==> config.mk <==
export PLATFORM = sky130hd
export DESIGN_NAME = sd_spi_card_responder
export DESIGN_NICKNAME = d
export VERILOG_FILES = /design/src/rtl/sd_pkg.sv /design/src/rtl/sd_crc7.sv /design/src/rtl/sd_spi_card_responder.sv
export SDC_FILE = /design/constraint.sdc
export NUM_CORES = 1
export LEC_CHECK = 0
export CAP_MARGIN = 20
export CORE_MARGIN = 2
export CORE_UTILIZATION = 40
export DETAILED_ROUTE_END_ITERATION = 12
export PLACE_DENSITY_LB_ADDON = 0.25
export RECOVER_POWER = 100
export SETUP_SLACK_MARGIN = 0.3
export SYNTH_ARGS = -nofsm -noshare
export SYNTH_HDL_FRONTEND = slang
export SYNTH_SLANG_ARGS = --single-unit
==> constraint.sdc <==
create_clock -name clk -period 16.3 [get_ports clk]
set_input_delay 3.26 -clock clk [delete_from_list [all_inputs] [get_ports clk]]
set_output_delay 3.26 -clock clk [all_outputs]
set_load 0.01 [all_outputs]
==> src/rtl/sd_pkg.sv <==
// Shared constants for the SPI-mode SD card responder: command indices, R1 bit layout,
// frame/response widths and the FSM state type.
package sd_pkg;

  typedef enum logic [2:0] {HUNT, RECV, DECODE, NCR, RESP} sdState_t;

  localparam logic [5:0] CMD0  = 6'd0;
  localparam logic [5:0] CMD8  = 6'd8;
  localparam logic [5:0] CMD16 = 6'd16;
  localparam logic [5:0] CMD41 = 6'd41;
  localparam logic [5:0] CMD55 = 6'd55;
  localparam logic [5:0] CMD58 = 6'd58;

  localparam int R1_IDLE    = 0;
  localparam int R1_ILLEGAL = 2;
  localparam int R1_CRC_ERR = 3;

  localparam logic [5:0] FRAME_LAST = 6'd47;
  localparam logic [5:0] CRC_SPAN   = 6'd40;
  localparam logic [5:0] R1_BITS    = 6'd8;
  localparam logic [5:0] R3_BITS    = 6'd40;

  function automatic logic [7:0] r1Word(input logic illegal, input logic crcErr, input logic idle);
    logic [7:0] r;
    r             = 8'h00;
    r[R1_IDLE]    = idle;
    r[R1_ILLEGAL] = illegal;
    r[R1_CRC_ERR] = crcErr;
    return r;
  endfunction

endpackage

==> src/rtl/sd_crc7.sv <==
// Serial CRC7 (x^7 + x^3 + 1), one bit per enable, MSB-first command stream.
module sd_crc7 (
  input  logic       clk,
  input  logic       reset,
  input  logic       clear,
  input  logic       enable,
  input  logic       dataBit,
  output logic [6:0] crc
);

  logic feedback;
  assign feedback = dataBit ^ crc[6];

  always_ff @(posedge clk or posedge reset) begin
    if (reset)       crc <= '0;
    else if (clear)  crc <= '0;
    else if (enable) crc <= {crc[5:3], crc[2] ^ feedback, crc[1:0], feedback};
  end

endmodule

==> src/rtl/sd_spi_card_responder.sv <==
// SPI-mode SD card model: decodes 48-bit host command frames and answers with R1/R3/R7 on DO.
// Define SD_RESP_CRC_CHECK_EN to verify the frame CRC7 and answer bad frames with a CRC error.
module sd_spi_card_responder
  import sd_pkg::*;
#(
  parameter int          NCR_BYTES      = 1,
  parameter int          ACMD41_RETRIES = 3,
  parameter logic [31:0] OCR_VALUE      = 32'hC0FF8000
) (
  input  logic        clk,
  input  logic        reset,
  input  logic        SCLK,
  input  logic        CS,
  input  logic        DI,
  output logic        DO,
  output logic        cmdStrobe,
  output logic [5:0]  cmdIndex,
  output logic [31:0] cmdArgument,
  output logic        isIdle,
  output logic        isReady
);

  localparam logic [6:0] NCR_LAST    = 7'(NCR_BYTES * 8 - 1);
  localparam logic [7:0] RETRY_LIMIT = 8'(ACMD41_RETRIES);

  logic [1:0]  sclkSync, csSync, diSync;
  logic        sclkPrev, sclkRise, sclkFall, csHigh, diS;
  sdState_t    state, stateNext;
  logic        startSeen, crcOk, appCmd;
  logic [5:0]  bitCount, respCount, respLen, rspLen;
  logic [6:0]  ncrCount;
  logic [7:0]  acmdCount, acmdNext;
  logic [47:0] frame;
  logic [39:0] respReg, rspWord;
  logic        idleNext, readyNext, appNext;

  assign sclkRise = sclkSync[1] & ~sclkPrev;
  assign sclkFall = ~sclkSync[1] & sclkPrev;
  assign csHigh   = csSync[1];
  assign diS      = diSync[1];

  always_ff @(posedge clk or posedge reset) begin
    if (reset) begin
      sclkSync <= 2'b00;
      csSync   <= 2'b11;
      diSync   <= 2'b11;
      sclkPrev <= 1'b0;
    end else begin
      sclkSync <= {sclkSync[0], SCLK};
      csSync   <= {csSync[0], CS};
      diSync   <= {diSync[0], DI};
      sclkPrev <= sclkSync[1];
    end
  end

`ifdef SD_RESP_CRC_CHECK_EN
  logic [6:0] crcValue;
  logic       crcClear, crcEnable, unusedFrameBits;
  // Start bit contributes nothing from a zeroed register, so accumulation starts at the transmit bit.
  assign crcClear  = !csHigh && sclkRise && state == HUNT && !startSeen;
  assign crcEnable = !csHigh && sclkRise &&
                     ((state == HUNT && startSeen && diS) || (state == RECV && bitCount < CRC_SPAN));
  sd_crc7 crcUnit (
    .clk(clk), .reset(reset), .clear(crcClear), .enable(crcEnable), .dataBit(diS), .crc(crcValue)
  );
  assign crcOk           = (crcValue == frame[7:1]);
  assign unusedFrameBits = ^{frame[47:46], frame[0]};
`else
  logic unusedFrameBits;
  assign crcOk           = 1'b1;
  assign unusedFrameBits = ^{frame[47:46], frame[7:0]};
`endif

  always_ff @(posedge clk or posedge reset) begin
    if (reset) state <= HUNT;
    else       state <= stateNext;
  end

  always_comb begin
    stateNext = state;
    if (csHigh) stateNext = HUNT;
    else begin
      case (state)
        HUNT:    if (sclkRise && startSeen && diS) stateNext = RECV;
        RECV:    if (sclkRise && bitCount == FRAME_LAST) stateNext = diS ? DECODE : HUNT;
        DECODE:  stateNext = NCR;
        NCR:     if (sclkFall && ncrCount == NCR_LAST) stateNext = RESP;
        RESP:    if (sclkFall && respCount == respLen) stateNext = HUNT;
        default: stateNext = HUNT;
      endcase
    end
  end

  // Response selection and card-state update for the frame held in 'frame'.
  always_comb begin
    rspWord   = {r1Word(1'b1, 1'b0, isIdle), 32'hFFFF_FFFF};
    rspLen    = R1_BITS;
    idleNext  = isIdle;
    readyNext = isReady;
    appNext   = 1'b0;
    acmdNext  = acmdCount;
    if (!crcOk) begin
      rspWord = {r1Word(1'b0, 1'b1, isIdle), 32'hFFFF_FFFF};
      appNext = appCmd;
    end else begin
      case (frame[45:40])
        CMD0: begin
          rspWord[39:32] = 8'h01;
          idleNext       = 1'b1;
          readyNext      = 1'b0;
          acmdNext       = 8'd0;
        end
        CMD8: begin
          rspWord = {isIdle ? 8'h01 : 8'h05, 20'h0, frame[19:8]};
          rspLen  = R3_BITS;
        end
        CMD55: begin
          rspWord[39:32] = r1Word(1'b0, 1'b0, isIdle);
          appNext        = 1'b1;
        end
        CMD41: begin
          if (appCmd) begin
            if (acmdCount < RETRY_LIMIT) begin
              rspWord[39:32] = 8'h01;
              acmdNext       = acmdCount + 8'd1;
            end else begin
              rspWord[39:32] = 8'h00;
              idleNext       = 1'b0;
              readyNext      = 1'b1;
            end
          end
        end
        CMD58: begin
          rspWord = {r1Word(1'b0, 1'b0, isIdle), OCR_VALUE};
          rspLen  = R3_BITS;
        end
        CMD16:   rspWord[39:32] = isReady ? 8'h00 : r1Word(1'b0, 1'b0, isIdle);
        default: ;
      endcase
    end
  end

  // Frame shifting, response serialisation and card state; CS high aborts any transfer in flight.
  always_ff @(posedge clk or posedge reset) begin
    if (reset) begin
      DO          <= 1'b1;
      cmdStrobe   <= 1'b0;
      cmdIndex    <= '0;
      cmdArgument <= '0;
      isIdle      <= 1'b1;
      isReady     <= 1'b0;
      appCmd      <= 1'b0;
      acmdCount   <= '0;
      startSeen   <= 1'b0;
      bitCount    <= '0;
      frame       <= '0;
      ncrCount    <= '0;
      respCount   <= '0;
      respLen     <= R1_BITS;
      respReg     <= '1;
    end else begin
      cmdStrobe <= 1'b0;
      if (csHigh) begin
        DO        <= 1'b1;
        startSeen <= 1'b0;
        bitCount  <= '0;
        ncrCount  <= '0;
        respCount <= '0;
      end else begin
        case (state)
          HUNT: begin
            if (sclkRise) begin
              if (!startSeen) startSeen <= ~diS;
              else begin
                startSeen <= 1'b0;
                if (diS) begin
                  frame    <= {46'b0, 2'b01};
                  bitCount <= 6'd2;
                end
              end
            end
          end
          RECV: begin
            if (sclkRise) begin
              frame    <= {frame[46:0], diS};
              bitCount <= bitCount + 6'd1;
            end
          end
          DECODE: begin
            cmdIndex    <= frame[45:40];
            cmdArgument <= frame[39:8];
            cmdStrobe   <= 1'b1;
            respReg     <= rspWord;
            respLen     <= rspLen;
            isIdle      <= idleNext;
            isReady     <= readyNext;
            appCmd      <= appNext;
            acmdCount   <= acmdNext;
            ncrCount    <= '0;
            respCount   <= '0;
          end
          NCR: begin
            if (sclkFall) begin
              DO       <= 1'b1;
              ncrCount <= ncrCount + 7'd1;
            end
          end
          RESP: begin
            if (sclkFall) begin
              if (respCount == respLen) DO <= 1'b1;
              else begin
                DO        <= respReg[39];
                respReg   <= {respReg[38:0], 1'b1};
                respCount <= respCount + 6'd1;
              end
            end
          end
          default: DO <= 1'b1;
        endcase
      end
    end
  end

endmodule

Yosys cells after proc, flatten, opt, wreduce, memory -nomap -nowiden. Index checks and enable logic that the tools add are counted.

Flip-flop bits (word level): 173. Bits in latches: 0. Memory bits (writable): 0. Bits in read-only memories: 0. Bits of input ports: 5. Output and inout bits: 42. Word-level logic and storage cells: 149. Memories: 0.

Add/subtract/negate cells: 4. $mul: 0. Divide/modulo/power cells: 0. Order comparisons: 1. Eq/ne operators: 33. Shifts and indexed selects: 0. Muxes and demuxes: 56. Bitwise gates (word level): 6. Reductions and logical operators: 29.

Operator list (count): two-way mux 46 bit (4); case mux 46 bit (2 select lines) (1); two-way mux 40 bit (2); case mux 40 bit (2 select lines) (1); case mux 32 bit (2 select lines) (1); two-way mux 6 bit (9); case mux 8 bit (5 select lines) (1); inequality test 3 bit, second input constant (11); equality test 6 bit, second input constant (4); two-way mux 8 bit (3); case mux 6 bit (2 select lines) (2); two-way mux 3 bit (6); inequality test 2 bit, second input constant (9); two-way mux 1 bit (17); case mux 8 bit (2 select lines) (1); case mux 3 bit (5 select lines) (1); AND reduction 5 bit (3); two-way mux 7 bit (2); case mux 7 bit (2 select lines) (1); adder 6 x 1 -> 6 bit, second input constant (2); nonzero test 2 bit (5); nonzero test 3 bit (3); adder 8 x 1 -> 8 bit, second input constant (1); less-than comparator 8 x 2 -> 1 bit, second input constant (1); 23 further kinds (38).

Longest topological paths before layout.
Depth in word-level cells: 7. Mapped depth: 8. Gate-level depth less buffers: 7.

Least setup slack after synthesis. OpenSTA, ideal clock, no wires.

Path type: register -> output. Start point: register isIdle. End point: output port isIdle. Data arrival time: 0.553 ns. Required time: 13.040 ns. Slack: 12.487 ns. Cell stages (with the launch flop): 1. Buffers on the path: 0. Cells stage by stage: dfstp_2.

RTL lines: start: declaration (RTL line sd_spi_card_responder.sv:19) `output logic isIdle,`; start signal: assignment (RTL line sd_spi_card_responder.sv:195) `isIdle <= idleNext;`.

No word-level cell between the ends.

==> flow_metrics.tcl <==
set metrics [dict create \
    status "finished, violations left" \
    violations "capacitance limit, slew limit" \
    syn-mean-instance-area_sq_um 9.21 \
    syn-num-nets 810 \
    yosys.area.top_type "dfrtp_1" \
    cts_tree "built" \
    cts_num_sinks 168 \
    n_antenna_cell 0 \
    ys_seq_elements 168 \
    cts_hold_buf 0 \
    slew_headroom_pct -188 \
    drt_iter0_drc 392 \
    viasPerCell 5.21 \
    min_period_ns 9.18 \
    grt_overflow 0 \
    cts-root-buf "clkbuf_16" \
    async_flop_share_pct 100 \
    required_ns 16.04 \
    hold_viol_final 0 \
    finalSetupViolations 0 \
    final_cell_mix "nand2_1, dfrtp_1, nand3_1, nor2_1, dlygate4sd3_1" \
    die_y_um 140 \
    synth_top_family_by_area "simple AND/OR/NAND/NOR gates" \
    synth_cell_types 61 \
    nNetsFinal 834 \
    cts_resized 0 \
    multi_input_area_sq_um 2840 \
    rows 49 \
    ioPinCount 47 \
    dp.final_hpwl_um 9090 \
    grt_start_max_net_pins 101 \
    synth_compound_area_share_pct 9.62 \
    synth_area_sq_um 7370 \
    htree_levels 4 \
    drc 0 \
    hold_path.class "register to register" \
    clk_pin_slew_worst_paths_ns 0.07 \
    synthCells 800 \
    maxCapViolCount 5 \
    powerDensity_nw_per_um2 111 \
    ant_nets 0 \
    grt_usage_pct 16.8 \
    grt_pass1_wl_um 27100 \
    critical_path_arrival_ns 8.92 \
    muxShareOfSynthArea_pct 0.424 \
    coreArea_sq_um 18000 \
    synthTopCellsByArea "dfrtp_1, dfstp_2, nand2_1" \
    wl_um 15500 \
    fillers 1760 \
    synth_top_area_share_pct 41.4 \
    worstMarginPinSlew_ns 4.29 \
    finalSetupTns_ns 0 \
    initial_core_util_pct 40.9 \
    numCtsBuffers 17 \
    place_congestion 0.767 \
    port_buffers 46 \
    dieWidth_um 140 \
    area_growth_pct 15.8 \
    firstDrtPassIters 5 \
    synth_xor_area_share_pct 1.19 \
    synthFlopType "dfrtp_1" \
    finalCritPeriodShare_pct 56.3 \
    mostFrequentLayoutCell "nand2_1" \
    wl_per_cell_um 14.5 \
    synth_edf_count 0 \
    path_class "input port to asynchronous set/reset pin" \
    vias 5549 \
    leakage_nw 4.15 \
    register_area_sq_um 4260 \
    ys_seq_area_share_pct 57.8 \
    drive_gt1_share_pct 10.8 \
    drv_slew 328 \
    rsz0062_at_grt "false" \
    first_global_vias 5446 \
    die_area_sq_um 19500 \
    cts_setup_buffers 0 \
    yosys.area_share.adder_pct 0.849 \
    fin_skew_ns 0.0122 \
    fmax_mhz 109 \
    postLayoutCoreUtil_pct 47.4 \
    yosysWarnings 0 \
    cp-end-kind "asynchronous set/reset pin" \
    startpoint_type "input port" \
    synthSimpleGateAreaFrac_pct 26.5 \
    antenna_found_initial 0 \
    vdd_drop_max_uv 61.5 \
    clockBufferDepth 2 \
    path_max_fanout 100 \
    clk_latency_ns 0.42 \
]
## path summary, 6_finish.rpt
kind / cells past startpoint / slack (ns) / endpoint / start
setup / recovery: 3 / 7.12 / respCount[1] / reset
hold / removal: 0 / 0.36 / diSync[1] / diSync[0]
setup reg to reg: 8 / 10.21 / respReg[25] / csSync[1]
hold reg to reg: 0 / 0.36 / diSync[1] / diSync[0]
max in group clk: 8 / 10.21 / respReg[25] / csSync[1]
min in group asynchronous: 2 / 4.58 / ncrCount[5] / reset
## per-stage QoR
| stage | instances | setup WS, ns | hold WS, ns | total power [W] | area (sq um) |
|---|---|---|---|---|---|
| 3_3_place_gp | 1034 | 10.88 | 0.339 | 0.000535 | 7980 |
| 5_1_grt | 1066 | 5.72 | 0.366 | 0.000989 | 8540 |
| 6_report | 1066 | 7.12 | 0.357 | 0.000950 | 8540 |
| 4_1_cts | 1066 | 11.35 | 0.357 | 0.000962 | 8590 |
| 2_1_floorplan | 800 | 8.57 | 0.331 | 0.000523 | 7370 |
| 3_5_place_dp | 1034 | 10.90 | 0.340 | 0.000537 | 7980 |
## cell type report
cell class              instances  share of cell area (%)
inverters                      11                   0.498
clock inverters                12                    1.92
clock buffers                  20                    5.23
repair buffers                 54                    5.88
well taps                     229                    3.36
multi-input cells             572                    33.2
flip-flops and latches        168                    49.9
## synth_stat cells, drive strengths merged (2+ instances only)
library cell	count
dfrtp	122
inv	11
o221ai	2
nand4b	2
ha	5
or4	2
o32ai	3
o211ai	2
dfstp	46
a31oi	13
nand4	5
nor2b	6
o21ai	44
nor4	7
xor2	8
o31ai	4
nor3	7
or3b	2
clkbuf	30
and3	4
mux2i	2
nand2	254
and2	2
nand3	81
buf	19
a31o	2
a211oi	2
a21oi	23
nor2	49
a311oi	2
or2	2
nor3b	2
nand2b	9
xnor2	2
or3	5
o21a	6
## report_power, final
part,internal [W],switching [W],total [W]
Sequential,0.000465,0.0000168,0.000482
Clock,0.000249,0.000173,0.000421
Combinational,0.0000179,0.0000287,0.0000466
## worst max-delay path, cell delays in order
cell           delay, ns
dlygate4sd3_1       0.55
clkinvlp_2          2.38
clkbuf_1            2.57
## routing by layer
metal  up-vias  global-route usage (%)  routed length, um
li1       2732                       -                  -
met3        13                    3.96                503
met5         -                       0                  0
met2        79                    26.4               7230
met1      2725                    23.6               7590
met4         0                    4.26                161
## registers in the layout, summed over array words and instances, names as in the netlist, 2 cells and up
| name | count |
|---|---|
| bitCount | 6 |
| state | 3 |
| acmdCount | 8 |
| respCount | 6 |
| sclkSync | 2 |
| respReg | 40 |
| cmdArgument | 32 |
| diSync | 2 |
| csSync | 2 |
| frame | 46 |
| cmdIndex | 6 |
| ncrCount | 7 |
## cells by family (layout without fill, tap and decap cells)
group,Yosys count,count (layout)
flip-flops,168,168
buffers and inverters,60,97
AND/OR/NAND/NOR,442,442
XOR/XNOR,10,10
AO/OA/AOI/OAI,112,112
adder cells (fa/ha/maj),5,5
multiplexers,3,3
No activity file was read; power rests on OpenSTA's default activity.
